File: src/rtl/ex_mem_stage.sv
// Execute stage and EX/MEM register: ALU, branch target, destination select.
// Optional iterative shift-add multiplier built when EX_MULT_EN is defined.
module ex_mem_stage (
  input  logic        clk,
  input  logic        rst,
  input  logic [31:0] SA,
  input  logic [31:0] SB,
  input  logic [31:0] SFetch,
  input  logic [31:0] SJump,
  input  logic [4:0]  SRD,
  input  logic [4:0]  SRT,
  input  logic        SRegDst,
  input  logic        SBranch,
  input  logic        SMemRead,
  input  logic        SMemtoReg,
  input  logic        SMemWrite,
  input  logic        SALUSrc,
  input  logic        SRegWrite,
  input  logic [2:0]  SALUOP,
  input  logic        Flush,
  output logic        Stall,
  output logic [31:0] MALURes,
  output logic [31:0] MWriteData,
  output logic [31:0] MBranchTarget,
  output logic        MZero,
  output logic [4:0]  MWriteReg,
  output logic        MBranch,
  output logic        MMemRead,
  output logic        MMemtoReg,
  output logic        MMemWrite,
  output logic        MRegWrite
);

  logic [31:0] w_opb;
  logic [31:0] w_alu;
  logic [31:0] w_target;
  logic [4:0]  w_wreg;
  logic        w_load_live;
  logic        w_load_prod;
  logic [31:0] w_prod;
  logic [4:0]  w_prod_ctl;
  logic [4:0]  w_prod_wreg;

  assign w_opb    = SALUSrc ? SJump : SB;
  assign w_target = SFetch + {SJump[29:0], 2'b00};
  assign w_wreg   = SRegDst ? SRD : SRT;

  always_comb begin
    w_alu = 32'd0;
    case (SALUOP)
      3'b000:  w_alu = SA & w_opb;
      3'b001:  w_alu = SA | w_opb;
      3'b010:  w_alu = SA + w_opb;
      3'b011:  w_alu = SA - w_opb;
      3'b100:  w_alu = {31'd0, ($signed(SA) < $signed(w_opb))};
      3'b101:  w_alu = ~(SA | w_opb);
      3'b110:  w_alu = SA ^ w_opb;
      default: w_alu = w_opb;  // MUL slot acts as a move of operand B when no multiplier
    endcase
  end

`ifdef EX_MULT_EN
  localparam logic [1:0] S_IDLE = 2'd0;
  localparam logic [1:0] S_MUL  = 2'd1;
  localparam logic [1:0] S_DONE = 2'd2;

  logic [1:0]  r_state;
  logic [4:0]  r_cnt;
  logic [31:0] r_acc;
  logic [31:0] r_a;
  logic [31:0] r_b;
  logic [4:0]  r_ctl;
  logic [4:0]  r_wreg;
  logic        w_is_mul;

  assign w_is_mul    = (SALUOP == 3'b111);
  assign Stall       = !rst && !Flush &&
                       (((r_state == S_IDLE) && w_is_mul) || (r_state == S_MUL));
  assign w_load_live = (r_state == S_IDLE) && !Flush && !w_is_mul;
  assign w_load_prod = (r_state == S_DONE) && !Flush;
  assign w_prod      = r_acc;
  assign w_prod_ctl  = r_ctl;
  assign w_prod_wreg = r_wreg;

  // Multiplicand shifts left, multiplier shifts right; one partial product per cycle.
  always_ff @(posedge clk) begin
    if (rst) begin
      r_state <= S_IDLE;
      r_cnt   <= 5'd0;
      r_acc   <= 32'd0;
      r_a     <= 32'd0;
      r_b     <= 32'd0;
      r_ctl   <= 5'd0;
      r_wreg  <= 5'd0;
    end else if (Flush) begin
      r_state <= S_IDLE;
      r_cnt   <= 5'd0;
      r_acc   <= 32'd0;
    end else begin
      case (r_state)
        S_IDLE: begin
          if (w_is_mul) begin
            r_a     <= SA;
            r_b     <= w_opb;
            r_ctl   <= {SBranch, SMemRead, SMemtoReg, SMemWrite, SRegWrite};
            r_wreg  <= w_wreg;
            r_acc   <= 32'd0;
            r_cnt   <= 5'd0;
            r_state <= S_MUL;
          end
        end
        S_MUL: begin
          if (r_b[0]) r_acc <= r_acc + r_a;
          r_a   <= r_a << 1;
          r_b   <= r_b >> 1;
          r_cnt <= r_cnt + 5'd1;
          if (r_cnt == 5'd31) r_state <= S_DONE;
        end
        S_DONE:  r_state <= S_IDLE;
        default: r_state <= S_IDLE;
      endcase
    end
  end
`else
  assign Stall       = 1'b0;
  assign w_load_live = !Flush;
  assign w_load_prod = 1'b0;
  assign w_prod      = 32'd0;
  assign w_prod_ctl  = 5'd0;
  assign w_prod_wreg = 5'd0;
`endif

  always_ff @(posedge clk) begin
    if (rst) begin
      MALURes       <= 32'd0;
      MWriteData    <= 32'd0;
      MBranchTarget <= 32'd0;
      MZero         <= 1'b0;
      MWriteReg     <= 5'd0;
      {MBranch, MMemRead, MMemtoReg, MMemWrite, MRegWrite} <= 5'd0;
    end else if (w_load_live) begin
      MALURes       <= w_alu;
      MWriteData    <= SB;
      MBranchTarget <= w_target;
      MZero         <= (w_alu == 32'd0);
      MWriteReg     <= w_wreg;
      {MBranch, MMemRead, MMemtoReg, MMemWrite, MRegWrite} <=
        {SBranch, SMemRead, SMemtoReg, SMemWrite, SRegWrite};
    end else if (w_load_prod) begin
      MALURes       <= w_prod;
      MWriteData    <= 32'd0;
      MBranchTarget <= 32'd0;
      MZero         <= (w_prod == 32'd0);
      MWriteReg     <= w_prod_wreg;
      {MBranch, MMemRead, MMemtoReg, MMemWrite, MRegWrite} <= w_prod_ctl;
    end else begin
      MALURes       <= 32'd0;
      MWriteData    <= 32'd0;
      MBranchTarget <= 32'd0;
      MZero         <= 1'b0;
      MWriteReg     <= 5'd0;
      {MBranch, MMemRead, MMemtoReg, MMemWrite, MRegWrite} <= 5'd0;
    end
  end

endmodule

File: config.mk
export PLATFORM = sky130hd
export DESIGN_NAME = ex_mem_stage
export DESIGN_NICKNAME = d
export VERILOG_FILES = /design/src/rtl/ex_mem_stage.sv
export SDC_FILE = /design/constraint.sdc
export NUM_CORES = 1
export LEC_CHECK = 0
export BUFFER_PORTS_ARGS = -buffer_cell sky130_fd_sc_hd__clkbuf_2
export CORE_MARGIN = 2
export CORE_UTILIZATION = 56
export CTS_CLUSTER_SIZE = 12
export DETAILED_ROUTE_END_ITERATION = 12
export PLACE_DENSITY = 0.86
export SYNTH_ARGS = -nofsm -noshare
export SYNTH_HDL_FRONTEND = slang
export SYNTH_SLANG_ARGS = --single-unit
File: constraint.sdc
create_clock -name clk -period 4.8 [get_ports clk]
set_input_delay 0.24 -clock clk [delete_from_list [all_inputs] [get_ports clk]]
set_output_delay 0.24 -clock clk [all_outputs]
set_load 0.1 [all_outputs]
[Word level (Yosys, flattened, before mapping)]
Index checks and enable logic that the tools add are counted.
Storage, ports and cells
  flip-flop bits (word level): 107
  bits in latches: 0
  RAM bits: 0
  memory bits (read-only): 0
  input bits: 151
  output and inout bits: 108
  logic and storage cells: 30
  memories kept: 0
Cells by class
  add/subtract/negate cells: 3
  multipliers: 0
  div/mod/pow operators: 0
  order comparisons: 1
  eq/ne operators: 6
  shift operators: 0
  multiplexer cells: 3
  bitwise logic cells: 4
  reduce and logical (&&, ||, !) cells: 3
Operators by type and width (count)
  case mux 32 bit (7 select lines): 1
  adder 32 bit: 2
  AND 32 bit: 1
  zero test 32 bit: 1
  less-than comparator 32 bit: 1
  2-to-1 mux 32 bit: 1
  NOT 32 bit: 1
  OR 32 bit: 1
  subtractor 32 bit: 1
  bitwise XOR 32 bit: 1
  == test 3 bit, second input constant: 3
  == test 3 x 2 -> 1 bit, second input constant: 2
  2-to-1 mux 5 bit: 1
  == test 3 x 1 -> 1 bit, second input constant: 1
  zero test 3 bit: 1
  OR reduction 2 bit: 1

[Depth between registers and ports, before layout]
  word-level depth: 5
  gate-level depth with buffers: 19
  mapped depth without buffers: 16

[Worst setup path before layout]
OpenSTA, ideal clock, no wires.
  kind: in2reg
  start point: input SALUSrc
  end point: register MZero
  setup time: 0.065 ns
  data arrival time: 4.268 ns
  required time: 4.735 ns
  setup slack: 0.467 ns
  stages on the path: 18
  path buffers: 3
  cell sequence: clkbuf_1 > buf_2 > buf_1 > mux2i_1 > inv_1 > ha_1 > fa_1 > a211o_1 > a21oi_2 > o211ai_2 > a31oi_1 > o211ai_1 > a311oi_1 > xnor2_1 > o22ai_1 > nor4bb_1 > nand4_1 > nor2_1
Between the ends
  cells in the longest elaborated chain, start to end: 5
  elaborated cells on any way between the ends: 10
  classes of those cells: 2 x add/sub; 1 x order compare; 2 x mux; 4 x bitwise; 1 x reduce/logical
RTL lines
  start: declaration: line 17  | input logic SALUSrc,
  2-to-1 mux 32 bit *: line 44  | assign w_opb = SALUSrc ? SJump : SB;
  parallel branches: the longest is 2 deep, another holds subtractor 32 bit
  case mux 32 bit (7 select lines) *: line 50  | case (SALUOP)
  zero test 32 bit *: line 145  | MZero <= (w_alu == 32'd0);
  end signal: assignment: line 145
  end signal: assignment: line 153  | MZero <= (w_prod == 32'd0);
  end: declaration: line 25  | output logic MZero,
Every way passes the cells marked *.
A chain may end at the register's enable or synchronous reset.

[Worst setup path in the final report]
Ends and elaborated chain as after synthesis.

==> metrics.txt <==
outcome complete, no violations; asr flop ratio synth 0%; Final ANT Viol Nets 0; Synth Area in Compound Gates 29.14%; PnR worst setup slack 0.6988 ns; Max stage delay on crit path between 0.4 and 0.5 ns; startpoint class of the critical path primary input; CP Class primary input to flop; CTS H-Tree Depth 3; I/O Pins 259; Synth Register Bits 107; Final Hold Viols 0; Overall Global Routing Usage 41.83%; die height 144.4 um; Avg WL per Cell 22.80 um; synth top area cells dfxtp_1, ha_1, a21oi_1, nor2_1, o21ai_0; clk slew on worst S/H paths around 0.070 ns; critical-path cell list clkbuf_2 -> buf_12 -> mux2_2 -> inv_1 -> ha_1 -> a21oi_1 -> o21bai_1 -> a221o_1 -> a31oi_1 -> o211ai_1 -> a311oi_1 -> xnor2_1 -> o22ai_1 -> nor4bb_1 -> nand4_1 -> nor2_1; sequential fraction of the synthesis area 19.41%; # DRC 0; Crit path required time 5.08 ns; syn nets 1782; P_leak approximately 6.2 nW; pwr dens between 200 and 300 nW/um^2; Mapped Area approximately 11000 sq um; Post-CTS Setup Inserts 0; Synth Flop Type dfxtp_1; post_cts resized 0; Initial Utilization 56.88%; number of flops mapped to enable cells by yosys 0; Power, Total 3.625 mW; post-DR vias/cell 6.468; Die Area 20840 sq um; post-synthesis mux area share under 10%; fin nets roughly 2000; largest net degree at the start of global routing 70; worst hold slack 0.09106 ns; min Tclk post-route 4.101 ns; most common cell in the netlist nor2_1; pre-CTS worst setup slack 0.4526 ns; vias 12850; DRT iter0 DRCs between 1000 and 1500; Synth top cells by count nor2_1, ha_1, a21oi_1; DRT Pass-1 Iters 6; Slew HR 29.63%; share of cells above drive strength 1 between 20% and 30%; Final period util 85.44%; Die W approximately 140 um; setup TNS 0 ns; adder-cell share of the synthesized area 16.31%; core region area 19400 sq um; Setup violations, final 0; main combinational cell family by area after synthesis compound AO/OA/AOI/OAI gates; non-filler cells, final 1987; CTS tree done; Hold Crit Class primary input to flop; Avg Cell Area, Syn 7.410 sq um; # rows slightly above 50; Cell variety after synth 85; Synth Area in Simple Gates 20.81%; max-slew violations 0; Worst setup EP type flop; Num CTS Buffers 9; RSZ-0062 raised after global routing false; DRT Wirelength 45.30 mm; crit path max fanout 24; WP data arrival ~4.4 ns; placed cell areas 12620 sq um; CTS root buffer clkbuf_16; Max-Cap Viols 0; HPWL Detailed 35.25 mm; xor and xnor area share after synthesis 2.937%; Post-Syn Instances 1489; hold-fix buffers at CTS 0; sink count of the clock tree 107; Layout Utilization about two thirds; Synth area leader dfxtp_1; initial antenna violation count 3; GP Congestion 1.066; top cell type's share of synthesized area between 10% and 20%; Peak VDD IR 0.1716 mV; clock tree buffer depth 2; Area Overhead vs Synth 17.36%; # port buffers 257; Non-Filler Cell Area, Final 12950 sq um; dpl cells 1968; YS warnings 0; total gr overflow 0; first-pass GRT wire length 66.27 mm; crit path max-delay cell type ha_1; f_max between 0.2 and 0.25 GHz; measured slew at the worst slew-check pin 1.052 ns; vias in the first global route approximately 12000
==> critical path, delay by kind of cell <==
kind	cells	cell delay, ns
simple gates	3	0.55
compound gates	7	1.99
xor+xnor	1	0.18
mux	1	0.40
fa+ha+maj	1	0.41
buf+inv	3	0.60
==> metal layers <==
metal,part of all wire [%],global-route usage (%)
met4,5.2,19.52
met5,0,0
met1,39,54.23
met2,42,63.76
met3,14,12.38
==> flip-flops by register name, summed over array words and instances (netlist names) <==
name / count
MALURes: 32
MBranchTarget: 32
MWriteData: 32
MWriteReg: 5
MBranch: 1
MMemRead: 1
MMemWrite: 1
MMemtoReg: 1
MRegWrite: 1
MZero: 1
==> layout by cell type, fill, tap and decap left out, types with 12 or more instances in the layout <==
master and count:
a211oi_1 27, a21o_1 25, a21oi_1 130, a221oi_1 12
a31oi_1 16, and2_1 55, buf_4 37, clkbuf_2 256
dfxtp_1 107, ha_1 139, inv_1 112, mux2_2 14
mux2i_1 32, nand2_1 99, nand2b_1 14, nand3_1 21
nand4_1 16, nor2_1 166, nor2b_1 19, nor3_1 34
o211ai_1 20, o21a_1 12, o21ai_0 94, o21bai_1 15
o31ai_1 15, xnor2_1 25, xor2_1 12
==> cells by family after synthesis <==
family | after synthesis
mux | 46
compound gates | 481
buf+inv | 197
xor+xnor | 37
simple gates | 478
other cells | 1
flops | 107
fa+ha+maj | 142
==> power breakdown <==
group	switching [mW]	internal, mW
Combinational	1.32	0.554
Clock	0.349	0.442
Sequential	0.0196	0.941
==> worst paths after layout <==
path	end	slack [ns]	start	depth (start not counted)
worst max-delay path	MZero	0.70	SALUSrc	16
worst min-delay path	MRegWrite	0.09	SRegWrite	2
==> cell type report <==
cell class	instances	area, sq um
Inverter	116	435.4
Sequential cell	107	2142
Timing Repair Buffer	295	1584
Clock inverter	5	68.82
Fill cell	1719	6450
Multi-Input combinational cell	1185	8127
Antenna cell	3	7.507
Clock buffer	11	252.7
Tap cell	265	331.6
No activity file was read; power rests on OpenSTA's default activity.
